<file path="config.mk">
export PLATFORM = sky130hd
export DESIGN_NAME = key_code_encoder_flat
export DESIGN_NICKNAME = d
export VERILOG_FILES = /design/src/rtl/key_code_if.sv /design/src/rtl/key_code_encoder.sv /design/src/flat_wrapper.sv
export SDC_FILE = /design/constraint.sdc
export NUM_CORES = 1
export LEC_CHECK = 0
export CAP_MARGIN = 20
export CORE_MARGIN = 3
export CORE_UTILIZATION = 23
export CTS_BUF_LIST = sky130_fd_sc_hd__clkbuf_16
export DETAILED_ROUTE_END_ITERATION = 16
export GPL_ROUTABILITY_DRIVEN = 0
export SLEW_MARGIN = 20
export SYNTH_ARGS = -nofsm -noshare
export SYNTH_HDL_FRONTEND = slang
export SYNTH_SLANG_ARGS = --single-unit
</file>
<file path="constraint.sdc">
create_clock -name clk -period 5.4 [get_ports clk]
set_input_delay 1.08 -clock clk [delete_from_list [all_inputs] [get_ports clk]]
set_output_delay 1.08 -clock clk [all_outputs]
set_load 0.02 [all_outputs]
</file>
<file path="src/rtl/key_code_if.sv">
// Valid/ready channel that carries a key's pulse-train code and the key's index
// from the encoder to the downstream serialiser.
interface key_code_if #(
  parameter int CODE_W = 8,
  parameter int IDX_W  = 2
);
  logic              code_valid;
  logic              code_ready;
  logic [CODE_W-1:0] code;
  logic [IDX_W-1:0]  key_idx;

  modport master (
    output code_valid,
    output code,
    output key_idx,
    input  code_ready
  );

  modport slave (
    input  code_valid,
    input  code,
    input  key_idx,
    output code_ready
  );
endinterface

</file>
<file path="src/rtl/key_code_encoder.sv">
// Debounced priority key encoder: emits the lowest-index pressed key's pulse-train
// code once per press over a valid/ready channel, with optional auto-repeat.
module key_code_encoder #(
  parameter int NUM_KEYS        = 4,
  parameter int CODE_W          = 8,
  parameter int DEBOUNCE_CYCLES = 16,
  parameter int REPEAT_CYCLES   = 0
) (
  input  logic                clk,
  input  logic                rst,
  input  logic [NUM_KEYS-1:0] KEY,
  key_code_if.master          bus
);

  localparam int IDX_W  = (NUM_KEYS > 1) ? $clog2(NUM_KEYS) : 1;
  localparam int CNT_W  = (DEBOUNCE_CYCLES > 1) ? $clog2(DEBOUNCE_CYCLES) : 1;
  localparam int HCNT_W = (REPEAT_CYCLES > 1) ? $clog2(REPEAT_CYCLES) : 1;
  localparam logic [CNT_W-1:0]  CNT_LAST  = CNT_W'(DEBOUNCE_CYCLES - 1);
  localparam logic [HCNT_W-1:0] HCNT_LAST = HCNT_W'((REPEAT_CYCLES > 0) ? REPEAT_CYCLES - 1 : 0);

  if (NUM_KEYS < 1) begin : g_chk_keys
    $error("key_code_encoder: NUM_KEYS must be >= 1");
  end
  if (CODE_W < 2 * NUM_KEYS - 1) begin : g_chk_code_w
    $error("key_code_encoder: CODE_W must be >= 2*NUM_KEYS-1");
  end
  if (DEBOUNCE_CYCLES < 1) begin : g_chk_debounce
    $error("key_code_encoder: DEBOUNCE_CYCLES must be >= 1");
  end
  if (REPEAT_CYCLES < 0) begin : g_chk_repeat
    $error("key_code_encoder: REPEAT_CYCLES must be >= 0");
  end

  typedef enum logic [1:0] {
    IDLE     = 2'd0,
    DEBOUNCE = 2'd1,
    SEND     = 2'd2,
    HOLD     = 2'd3
  } state_t;

  // Key k sets every other bit from the MSB down, k+1 pulses in total.
  function automatic logic [CODE_W-1:0] code_for(input logic [IDX_W-1:0] k);
    logic [CODE_W-1:0] c;
    c = '0;
    for (int j = 0; j < NUM_KEYS; j++) begin
      if (IDX_W'(j) <= k) c[CODE_W-1-2*j] = 1'b1;
    end
    return c;
  endfunction

  logic [NUM_KEYS-1:0] key_s1;
  logic [NUM_KEYS-1:0] ks;
  logic [NUM_KEYS-1:0] pressed;
  logic [IDX_W-1:0]    win;
  logic                any_pressed;
  logic                higher_pressed;

  state_t             state, state_n;
  logic [IDX_W-1:0]   idx, idx_n;
  logic [CNT_W-1:0]   cnt, cnt_n;
  logic [CNT_W-1:0]   rcnt, rcnt_n;
  logic [HCNT_W-1:0]  hcnt, hcnt_n;

  // NOTE: clocked state always uses non-blocking assignments so every flop samples
  // the pre-edge value; blocking here would collapse the two synchroniser stages.
  always_ff @(posedge clk) begin
    if (rst) begin
      key_s1 <= '1;
      ks     <= '1;
    end else begin
      key_s1 <= KEY;
      ks     <= key_s1;
    end
  end

  assign pressed     = ~ks;
  assign any_pressed = |pressed;

  // Scan from the top down so the lowest pressed index is the last one written.
  always_comb begin
    win = '0;
    for (int i = NUM_KEYS - 1; i >= 0; i--) begin
      if (pressed[i]) win = IDX_W'(i);
    end
  end

  assign higher_pressed = any_pressed && (win < idx);

  // NOTE: every variable gets a default before the case so no path leaves one
  // unassigned, which would otherwise infer a latch.
  always_comb begin
    state_n = state;
    idx_n   = idx;
    cnt_n   = cnt;
    rcnt_n  = rcnt;
    hcnt_n  = hcnt;
    case (state)
      IDLE: begin
        if (any_pressed) begin
          idx_n   = win;
          cnt_n   = '0;
          state_n = DEBOUNCE;
        end
      end
      DEBOUNCE: begin
        if (higher_pressed) begin
          idx_n = win;
          cnt_n = '0;
        end else if (!pressed[idx]) begin
          state_n = IDLE;
        end else if (cnt == CNT_LAST) begin
          state_n = SEND;
        end else begin
          cnt_n = cnt + 1'b1;
        end
      end
      SEND: begin
        // Once here the code is committed; only the handshake moves us on.
        if (bus.code_valid && bus.code_ready) begin
          state_n = HOLD;
          rcnt_n  = '0;
          hcnt_n  = '0;
        end
      end
      HOLD: begin
        if (!pressed[idx]) begin
          hcnt_n = '0;
          if (rcnt == CNT_LAST) state_n = IDLE;
          else                  rcnt_n  = rcnt + 1'b1;
        end else begin
          rcnt_n = '0;
          if (REPEAT_CYCLES > 0) begin
            if (hcnt == HCNT_LAST) state_n = SEND;
            else                   hcnt_n  = hcnt + 1'b1;
          end
        end
      end
      default: state_n = IDLE;
    endcase
  end

  // Outputs are registered from the next state so they align with SEND exactly.
  always_ff @(posedge clk) begin
    if (rst) begin
      state          <= IDLE;
      idx            <= '0;
      cnt            <= '0;
      rcnt           <= '0;
      hcnt           <= '0;
      bus.code_valid <= 1'b0;
      bus.code       <= '0;
      bus.key_idx    <= '0;
    end else begin
      state          <= state_n;
      idx            <= idx_n;
      cnt            <= cnt_n;
      rcnt           <= rcnt_n;
      hcnt           <= hcnt_n;
      bus.code_valid <= (state_n == SEND);
      bus.code       <= (state_n == SEND) ? code_for(idx_n) : '0;
      bus.key_idx    <= (state_n == SEND) ? idx_n : '0;
    end
  end

endmodule

</file>
<file path="src/flat_wrapper.sv">
// flat-port wrapper written by rule: the top's interface ports become plain ports
module key_code_encoder_flat 
#(
  parameter int NUM_KEYS        = 4,
  parameter int CODE_W          = 8,
  parameter int DEBOUNCE_CYCLES = 16,
  parameter int REPEAT_CYCLES   = 0
)
  (clk, rst, KEY, bus_code_valid, bus_code, bus_key_idx, bus_code_ready);
  key_code_if #(.CODE_W(CODE_W), .IDX_W(2)) bus_i ();
  input  logic clk;
  input  logic rst;
  input  logic [NUM_KEYS-1:0] KEY;
  output wire logic [$bits(bus_i.code_valid)-1:0] bus_code_valid;
  output wire logic [$bits(bus_i.code)-1:0] bus_code;
  output wire logic [$bits(bus_i.key_idx)-1:0] bus_key_idx;
  input wire logic [$bits(bus_i.code_ready)-1:0] bus_code_ready;
  assign bus_code_valid = bus_i.code_valid;
  assign bus_code = bus_i.code;
  assign bus_key_idx = bus_i.key_idx;
  assign bus_i.code_ready = bus_code_ready;
  key_code_encoder #(.NUM_KEYS(NUM_KEYS), .CODE_W(CODE_W), .DEBOUNCE_CYCLES(DEBOUNCE_CYCLES), .REPEAT_CYCLES(REPEAT_CYCLES)) u_core (.clk(clk), .rst(rst), .KEY(KEY), .bus(bus_i));
endmodule
</file>
## Word-level counts from Yosys, hierarchy flattened

Index checks and enable logic that the tools add are counted.

- $add $sub $neg: 2
- Order comparisons: 6
- Eq/ne operators: 11
- Multiplexer cells: 30
- Bitwise gates (word level): 2
- Reduce and logical (&&, ||, !) cells: 9

Operators with widths:

| operator | number |
|---|---|
| 4-bit 2-to-1 mux | 7 |
| 2-bit 2-to-1 mux | 13 |
| 4-bit case mux with 2 select lines | 2 |
| 4-bit by 1-bit adder with 4-bit output (second input constant) | 2 |
| 4-bit == test (second input constant) | 2 |
| 2-bit case mux with 4 select lines | 1 |
| 2-bit == test (second input constant) | 3 |
| 3-bit by 2-bit != test with 1-bit output (second input constant) | 2 |
| 1-bit 2-to-1 mux | 5 |
| 1-bit by 2-bit <= comparator with 1-bit output (first input constant) | 2 |
| 2-bit <= comparator (first input constant) | 2 |
| 2-bit by 1-bit != test with 1-bit output (second input constant) | 2 |
| 4-bit inverter | 1 |
| 2-bit case mux with 2 select lines | 1 |
| 4-bit AND reduction | 1 |
| 2-bit nonzero test | 2 |
| 4-bit OR reduction | 1 |
| 2-bit by 3-bit less-than comparator with 1-bit output (second input constant) | 1 |
| 3-bit by 1-bit != test with 1-bit output (second input constant) | 1 |
| 3-bit AND reduction | 1 |
| 1-bit binary-select mux with 2-bit select | 1 |
| 2-bit by 1-bit == test with 1-bit output (second input constant) | 1 |
| 1-bit logical AND | 2 |
| 2-bit logical NOT | 1 |
| other kinds (3) | 3 |

- Register bits: 31
- Input port bits: 7
- Logic and storage cells: 70

## Longest topological paths before layout

Gate-level depths: netlist (run 1).

- Depth in word-level cells: 12
- Depth in mapped cells: 7
- Mapped depth without buffers: 7

## Least setup slack after synthesis (run 1)

OpenSTA, ideal clock, no wires.

- Path type: input -> register
- Start point: input bus_code_ready
- End point: register u_core.rcnt[3]
- Arrival: 1.917 ns
- Data required time: 5.272 ns
- Slack: 3.356 ns
- Cell stages on the path: 5
- Path through: nand3b_1 > a311oi_4 > nand4_1 > xor2_1 > nor2_1

- Word-level cells in the longest chain between the ends: 3

Ends and longest elaborated chain:

| element | RTL line | text |
|---|---|---|
| start, declared | flat_wrapper.sv:17 | `input wire logic [$bits(bus_i.code_ready)-1:0] bus_code_ready;` |
| 1-bit logical AND | key_code_encoder.sv:119 | `if (bus.code_valid && bus.code_ready) begin` |
| 2-bit by 1-bit != test with 1-bit output (no line) | - |  |
| 3-bit AND reduction (no line) | - |  |
| end signal, assigned | key_code_encoder.sv:157 | `rcnt <= rcnt_n;` |
| end, declared | key_code_encoder.sv:61 | `logic [CNT_W-1:0] rcnt, rcnt_n;` |

Every way passes these cells.
A chain may end at the register's enable or synchronous reset.

## Worst setup path in the final report (run 1)

- Start point: input rst
- End point: register u_core.bus.key_idx[0]

- Word-level cells in the longest chain between the ends: 1

Ends and longest elaborated chain:

| element | RTL line | text |
|---|---|---|
| start, declared | flat_wrapper.sv:12 | `input logic rst;` |
| 2-bit OR reduction (no line) | - |  |
| end signal, assigned | key_code_encoder.sv:161 | `bus.key_idx <= (state_n == SEND) ? idx_n : '0;` |
| end, declared | key_code_if.sv:15 | `output key_idx,` |

Every way passes these cells.

==> results of run 1 <==
## flip-flops by register name, indices dropped and copies added, names as in the netlist
signal,cells
u_core.bus.key_idx,2
u_core.rcnt,4
u_core.cnt,4
u_core.idx,2
u_core.state,2
u_core.bus.code,4
u_core.key_s1,4
u_core.ks,4
u_core.bus.code_valid,1
## worst paths after layout
| check | start | to | slack, ns | cells after the start |
|---|---|---|---|---|
| setup reg to reg | u_core.ks[2] | u_core.bus.code[1] | 3.30 | 6 |
| hold / removal | u_core.key_s1[1] | u_core.ks[1] | 0.41 | 1 |
| setup / recovery | rst | u_core.bus.key_idx[0] | 2.79 | 6 |
| hold reg to reg | u_core.key_s1[1] | u_core.ks[1] | 0.41 | 1 |
## cell usage in the layout (no fill, tap or decap), types with 2 or more instances in the layout
master                            synthesis  routed
sky130_fd_sc_hd__nor3_1                   5       5
sky130_fd_sc_hd__o21ai_0                  4       4
sky130_fd_sc_hd__a211oi_1                 2       2
sky130_fd_sc_hd__nor2_1                  11      11
sky130_fd_sc_hd__o221ai_1                 2       2
sky130_fd_sc_hd__inv_1                    7       8
sky130_fd_sc_hd__clkdlybuf4s50_1          0      13
sky130_fd_sc_hd__nand2_1                  8       8
sky130_fd_sc_hd__conb_1                   1       4
sky130_fd_sc_hd__dfxtp_1                 27      27
sky130_fd_sc_hd__a311oi_1                 2       2
sky130_fd_sc_hd__a21oi_1                 10      10
sky130_fd_sc_hd__nand3b_1                 3       3
sky130_fd_sc_hd__a31oi_1                  2       2
sky130_fd_sc_hd__nor2b_1                  2       2
sky130_fd_sc_hd__clkbuf_16                0       3
sky130_fd_sc_hd__nand3_1                  2       2
sky130_fd_sc_hd__nand4_1                  3       3
sky130_fd_sc_hd__ha_1                     3       3
sky130_fd_sc_hd__xor2_1                   2       2
sky130_fd_sc_hd__or2_2                    8       8
## where the power goes
group          internal [mW]  switching [mW]
clock network         0.0991          0.0657
registers              0.205         0.00742
logic                 0.0236          0.0333
## metal layers
layer | vias to the layer above | global-route usage [%] | part of all wire (%)
met5 | - | 0 | 0
met4 | 0 | 4.72 | 2.0
met3 | 5 | 1.83 | 3.6
met2 | 17 | 12.7 | 43
met1 | 443 | 10.7 | 51
li1 | 486 | - | -
## metrics by stage
stage	utilization, %	hold slack, ns	std cells
after floorplan	-	0.389	133
after global placement	28.5	0.392	206
after global routing	30.1	0.416	210
after CTS	30.1	0.410	210
after detailed placement	28.5	0.394	206
final	30.1	0.408	210
## logic make-up after synthesis
group / share of synthesized area (%)
flops: 44.5
mux: 2.68
fa+ha+maj: 3.09
buf+inv: 5.57
simple gates: 22.2
compound gates: 19.5
xor+xnor: 2.17
other cells: 0.309
## cell type report
type | instances | area [sq um] | area share (%)
clock buffer | 3 | 75.1 | 5.08
tap | 67 | 83.8 | 5.68
timing repair buffer | 13 | 130 | 8.81
inverter | 7 | 26.3 | 1.78
clock inverter | 1 | 3.75 | 0.254
multi-input combinational | 92 | 617 | 41.8
sequential | 27 | 541 | 36.6
## synthesized netlist by cell type (all sizes together), types with 2 or more instances
cell and n:
buf 5, or2 8, nand3b 4, o221ai 2, a211oi 2, dfxtp 27
nor3 5, xor2 2, a21oi 11, nand3 2, ha 3, nand2 8
o21ai 4, nor2b 2, a31oi 3, nor2 11, clkbuf 2, inv 7
nand4 3, a311oi 3
==> impl_metrics.xml, run 1 <==
<?xml version="1.0" encoding="UTF-8"?>
<metrics>
  <group name="worst_setup_path">
    <metric name="critical_path_cell_by_cell" unit="">clkdlybuf4s50_1, inv_1, nand4_1, nor2_1, a21oi_1, nor3_1</metric>
    <metric name="slowest_stage_delay_on_critical_path" unit="ns">0.73</metric>
    <metric name="critPathTopFamily" unit="">buffers and inverters</metric>
    <metric name="crit_arrival" unit="ns">2.73</metric>
    <metric name="critical_path.endpoint_type" unit="">register</metric>
    <metric name="buf_inv_stages_crit_path" unit="">2</metric>
    <metric name="cp_data_required_time" unit="ns">5.52</metric>
    <metric name="classification_of_the_worst_setup_path" unit="">primary input to register</metric>
    <metric name="startpoint_type_of_the_worst_setup_path" unit="">primary input</metric>
    <metric name="timing.critical_path.fanout_max" unit="">14</metric>
    <metric name="cpMaxStageDelayCell" unit="">sky130_fd_sc_hd__clkdlybuf4s50_1</metric>
  </group>
  <group name="logic_synthesis">
    <metric name="syn-instance-count" unit="">130</metric>
    <metric name="synth_warn" unit="">0</metric>
    <metric name="synth-seq-area-share" unit="%">44.5</metric>
    <metric name="async_reset_ff_share" unit="%">0</metric>
    <metric name="post_synth_main_area_contributors" unit="">sky130_fd_sc_hd__dfxtp_1 (45%), sky130_fd_sc_hd__a21oi_1 (4.1%), sky130_fd_sc_hd__or2_2 (4.1%)</metric>
    <metric name="syn_area_per_cell" unit="sq um">9.34</metric>
    <metric name="mappedNetlistArea" unit="sq um">1210</metric>
    <metric name="yosysTopAreaCell" unit="">sky130_fd_sc_hd__dfxtp_1</metric>
    <metric name="ys_dominant_reg_cell" unit="">sky130_fd_sc_hd__dfxtp_1</metric>
    <metric name="synth-edff-count" unit="">0</metric>
    <metric name="postSynthRegisterBits" unit="">27</metric>
    <metric name="synth_top_area_share" unit="%">44.5</metric>
    <metric name="synth.lib_cells_used.distinct" unit="">41</metric>
  </group>
  <group name="clock_network">
    <metric name="cts_hold_repair.buffers" unit="">0</metric>
    <metric name="cts_setup_buffers" unit="">0</metric>
    <metric name="cts.path.max_buffers" unit="">2</metric>
    <metric name="numClockSinks" unit="">27</metric>
    <metric name="htreeDepth" unit="">1</metric>
    <metric name="clk-insertion-delay-late" unit="ns">0.26</metric>
    <metric name="cts_made_buffers" unit="">3</metric>
    <metric name="tritoncts" unit="">yes</metric>
    <metric name="clk_transition_reported_paths" unit="ns">0.06</metric>
    <metric name="clock_tree.root_cell" unit="">sky130_fd_sc_hd__clkbuf_16</metric>
    <metric name="number_of_instances_resized_during_post_cts_repair" unit="">0</metric>
  </group>
  <group name="finish">
    <metric name="drive_above_1_share" unit="%">12.6</metric>
    <metric name="areaGrowthSynthToFinish" unit="%">21.6</metric>
    <metric name="antenna_cells_inserted" unit="">0</metric>
    <metric name="layout.nets" unit="">154</metric>
    <metric name="fillerInstances" unit="">532</metric>
    <metric name="final_design_area_excluding_fillers" unit="sq um">1480</metric>
  </group>
  <group name="global_routing">
    <metric name="antenna_found_initial" unit="">0</metric>
    <metric name="grt_max_degree" unit="">15</metric>
    <metric name="number_of_global_route_vias_before_repair" unit="">942</metric>
    <metric name="grt.total_usage" unit="%">8.30</metric>
    <metric name="grt_pass1_wl" unit="mm">4.15</metric>
    <metric name="global_route.overflow_total" unit="">0</metric>
  </group>
  <group name="detailed_routing">
    <metric name="dr_total_vias" unit="">951</metric>
    <metric name="postRouteWirelength" unit="mm">2.46</metric>
    <metric name="drc" unit="">0</metric>
    <metric name="detail_route.first_pass.iterations" unit="">4</metric>
    <metric name="routed_wire_length_per_instance" unit="microns">11.7</metric>
    <metric name="detail-route-antenna-nets" unit="">0</metric>
    <metric name="drt-vias-per-instance" unit="">4.53</metric>
    <metric name="initialDrtViolationCount" unit="">14</metric>
  </group>
  <group name="die">
    <metric name="start_util" unit="%">24.7</metric>
    <metric name="fp.coreArea" unit="sq um">4910</metric>
    <metric name="floorplan.die_area" unit="sq um">6180</metric>
    <metric name="num_io_pins" unit="">18</metric>
    <metric name="die_h" unit="microns">78.6</metric>
    <metric name="placementRows" unit="">25</metric>
    <metric name="dieWidth" unit="microns">78.6</metric>
  </group>
  <group name="min_path">
    <metric name="worst_hold_path_type" unit="">register to register</metric>
  </group>
  <group name="timing">
    <metric name="setup_repair_after_global_routing_missed_its_margin" unit="">false</metric>
    <metric name="worst_slew_pin_slew" unit="ns">0.616</metric>
    <metric name="final_hold_viol_count" unit="">0</metric>
    <metric name="max-slew-margin-rel" unit="%">58.9</metric>
    <metric name="period_minus_slack" unit="ns">2.61</metric>
    <metric name="final_count_of_pins_violating_max_slew" unit="">0</metric>
    <metric name="final.setup.worst_slack" unit="ns">2.79</metric>
    <metric name="finalSetupViolCount" unit="">0</metric>
    <metric name="clock.fmax" unit="MHz">383</metric>
    <metric name="period_utilization_post_route" unit="%">48.4</metric>
    <metric name="setup_skew_after_layout" unit="ns">0.00293</metric>
    <metric name="setup-tns-final" unit="ns">0</metric>
  </group>
  <group name="placement">
    <metric name="place_hpwl" unit="mm">1.77</metric>
    <metric name="detailedPlace.worstSlack" unit="ns">2.48</metric>
    <metric name="dpl-instance-area" unit="sq um">1400</metric>
    <metric name="port_buffers" unit="">13</metric>
  </group>
  <group name="run">
    <metric name="max-cap-violations" unit="">0</metric>
  </group>
  <group name="pwr">
    <metric name="power_density" unit="nW/um^2">294</metric>
    <metric name="overall_power_consumption" unit="mW">0.434</metric>
    <metric name="worst_ir_drop_vdd" unit="uV">132</metric>
    <metric name="power.leakage" unit="nW">0.536</metric>
  </group>
  <group name="run_status">
    <metric name="status" unit="">complete, no violations</metric>
  </group>
</metrics>
(Power assumes the default switching activity.)
==> inputs of run 2 (changes only) <==
- clock period: 5.4 -> 2.5 ns (I/O delays scaled with it)
==> run 2 against run 1 <==
Net effect: combinational power grew 120%; sequential share of layout area fell by 0.37 points; sequential power is 120% higher; clock-buffer cell count unchanged; non-clock buffer count rose by 2; register-to-register slack lost 2.9 ns; first-iteration DRC count increased by 50%; setup slack lost 2.3 ns; global-route usage down 0.052 points; critical path depth up 1; total power rose by 110%; final area up 1.0%.
==> impl_metrics.xml, run 2 (synthesized netlist as in run 1, its figures left out) <==
<?xml version="1.0" encoding="UTF-8"?>
<metrics>
  <group name="die">
    <metric name="floorplan.die_area" unit="sq um">6180</metric>
    <metric name="start_util" unit="%">24.7</metric>
    <metric name="dieWidth" unit="microns">78.6</metric>
    <metric name="die_h" unit="microns">78.6</metric>
    <metric name="num_io_pins" unit="">18</metric>
    <metric name="fp.coreArea" unit="sq um">4910</metric>
    <metric name="placementRows" unit="">25</metric>
  </group>
  <group name="timing">
    <metric name="period_minus_slack" unit="ns">2.05</metric>
    <metric name="setup_repair_after_global_routing_missed_its_margin" unit="">false</metric>
    <metric name="period_utilization_post_route" unit="%">82.1</metric>
    <metric name="final_hold_viol_count" unit="">0</metric>
    <metric name="finalSetupViolCount" unit="">0</metric>
    <metric name="final_count_of_pins_violating_max_slew" unit="">0</metric>
    <metric name="setup_skew_after_layout" unit="ns">0.00299</metric>
    <metric name="clock.fmax" unit="MHz">487</metric>
    <metric name="setup-tns-final" unit="ns">0</metric>
  </group>
  <group name="placement">
    <metric name="port_buffers" unit="">13</metric>
    <metric name="dpl-instance-area" unit="sq um">1410</metric>
    <metric name="place_hpwl" unit="mm">1.69</metric>
  </group>
  <group name="clock_network">
    <metric name="tritoncts" unit="">yes</metric>
    <metric name="clk-insertion-delay-late" unit="ns">0.25</metric>
    <metric name="cts.path.max_buffers" unit="">2</metric>
    <metric name="cts_hold_repair.buffers" unit="">0</metric>
    <metric name="cts_setup_buffers" unit="">0</metric>
    <metric name="clk_transition_reported_paths" unit="ns">0.06</metric>
    <metric name="htreeDepth" unit="">1</metric>
    <metric name="cts_made_buffers" unit="">3</metric>
    <metric name="numClockSinks" unit="">27</metric>
    <metric name="number_of_instances_resized_during_post_cts_repair" unit="">0</metric>
    <metric name="clock_tree.root_cell" unit="">sky130_fd_sc_hd__clkbuf_16</metric>
  </group>
  <group name="min_path">
    <metric name="worst_hold_path_type" unit="">register to register</metric>
    <metric name="worstHoldStart" unit="">u_core.key_s1[0]</metric>
    <metric name="worst_hold_path.num_cells" unit="">1</metric>
  </group>
  <group name="worst_setup_path">
    <metric name="timing.critical_path.fanout_max" unit="">6</metric>
    <metric name="startpoint_type_of_the_worst_setup_path" unit="">register</metric>
    <metric name="critical_path.endpoint_type" unit="">register</metric>
    <metric name="r2r-start" unit="">u_core.ks[0]</metric>
    <metric name="critical_path.startpoint" unit="">u_core.ks[0]</metric>
    <metric name="classification_of_the_worst_setup_path" unit="">register to register</metric>
    <metric name="ff2ff_path_depth" unit="">7</metric>
    <metric name="crit_arrival" unit="ns">2.22</metric>
    <metric name="cp_data_required_time" unit="ns">2.67</metric>
  </group>
  <group name="detailed_routing">
    <metric name="drc" unit="">0</metric>
    <metric name="detail_route.first_pass.iterations" unit="">4</metric>
    <metric name="drt-vias-per-instance" unit="">4.52</metric>
    <metric name="detail-route-antenna-nets" unit="">0</metric>
    <metric name="initialDrtViolationCount" unit="">21</metric>
    <metric name="dr_total_vias" unit="">958</metric>
    <metric name="postRouteWirelength" unit="mm">2.30</metric>
    <metric name="routed_wire_length_per_instance" unit="microns">10.8</metric>
  </group>
  <group name="finish">
    <metric name="areaGrowthSynthToFinish" unit="%">22.9</metric>
    <metric name="layout.nets" unit="">156</metric>
    <metric name="fillerInstances" unit="">498</metric>
    <metric name="drive_above_1_share" unit="%">13.8</metric>
    <metric name="layout.area.seq" unit="sq um">541</metric>
    <metric name="antenna_cells_inserted" unit="">0</metric>
    <metric name="layout.cells.most_common_list" unit="">sky130_fd_sc_hd__dfxtp_1 (27), sky130_fd_sc_hd__clkdlybuf4s50_1 (13), sky130_fd_sc_hd__nor2_1 (11)</metric>
    <metric name="mostFrequentLayoutCell" unit="">sky130_fd_sc_hd__dfxtp_1</metric>
    <metric name="multi_input_area" unit="sq um">617</metric>
    <metric name="final_core_utilization" unit="%">30.4</metric>
    <metric name="final_design_area_excluding_fillers" unit="sq um">1490</metric>
  </group>
  <group name="pwr">
    <metric name="worst_ir_drop_vdd" unit="uV">394</metric>
    <metric name="power.leakage" unit="nW">0.545</metric>
    <metric name="power_density" unit="nW/um^2">624</metric>
  </group>
  <group name="global_routing">
    <metric name="grt_pass1_wl" unit="mm">4.13</metric>
    <metric name="grt_max_degree" unit="">15</metric>
    <metric name="antenna_found_initial" unit="">0</metric>
    <metric name="number_of_global_route_vias_before_repair" unit="">915</metric>
    <metric name="grt.total_usage" unit="%">8.25</metric>
    <metric name="global_route.overflow_total" unit="">0</metric>
  </group>
  <group name="run">
    <metric name="max-cap-violations" unit="">0</metric>
  </group>
  <group name="run_status">
    <metric name="status" unit="">complete, no violations</metric>
  </group>
</metrics>
## run 2: cell types whose count changed in the layout (fill, tap and decap cells not counted), sizes merged
cell,delta
buf,+2
## run 2: layer usage
layer | wire (microns) | vias to the layer above | global-route usage (%)
met2 | 1010 | 20 | 13.1
met3 | 76 | 2 | 1.61
met5 | 0 | - | 0
met4 | 29 | 0 | 3.85
met1 | 1180 | 446 | 10.7
li1 | - | 490 | -
## run 2: power breakdown
part	switching, mW	total, mW	internal [mW]	leakage, nW
Clock	0.135	0.349	0.214	0.0423
Combinational	0.0707	0.123	0.0519	0.283
Sequential	0.0162	0.460	0.444	0.220
## run 2: worst max-delay path: stages (launching register included)
cell                      delay (ns)
sky130_fd_sc_hd__dfxtp_1        0.42
sky130_fd_sc_hd__nand2_1        0.11
sky130_fd_sc_hd__a21oi_1        0.14
sky130_fd_sc_hd__ha_1           0.27
sky130_fd_sc_hd__o221a_2        0.15
sky130_fd_sc_hd__o211a_1        0.20
sky130_fd_sc_hd__a311o_1        0.39
sky130_fd_sc_hd__nor4_2         0.28
## run 2: final cells by class
type	instances	share of cell area, %
inverters	7	1.76
clock inverters	1	0.252
repair buffers	15	9.73
multi-input cells	92	41.4
well taps	67	5.62
clock buffers	3	5.03
flip-flops and latches	27	36.2
## run 2: per-stage QoR
step / instances / hold WS, ns / setup WS, ns / power, mW
after floorplan: 133 / 0.389 / 0.650 / 0.564
after global placement: 208 / 0.394 / 0.420 / 0.591
after detailed placement: 208 / 0.395 / 0.404 / 0.591
after CTS: 212 / 0.413 / 0.445 / 0.947
after global routing: 212 / 0.415 / 0.219 / 0.981
final: 212 / 0.409 / 0.448 / 0.931
## run 2: worst paths after layout
check	to	slack [ns]
worst max-delay path	u_core.bus.code[1]	0.45
worst min-delay path	u_core.ks[0]	0.41
worst max register to register	u_core.bus.code[1]	0.45
worst min register to register	u_core.ks[0]	0.41
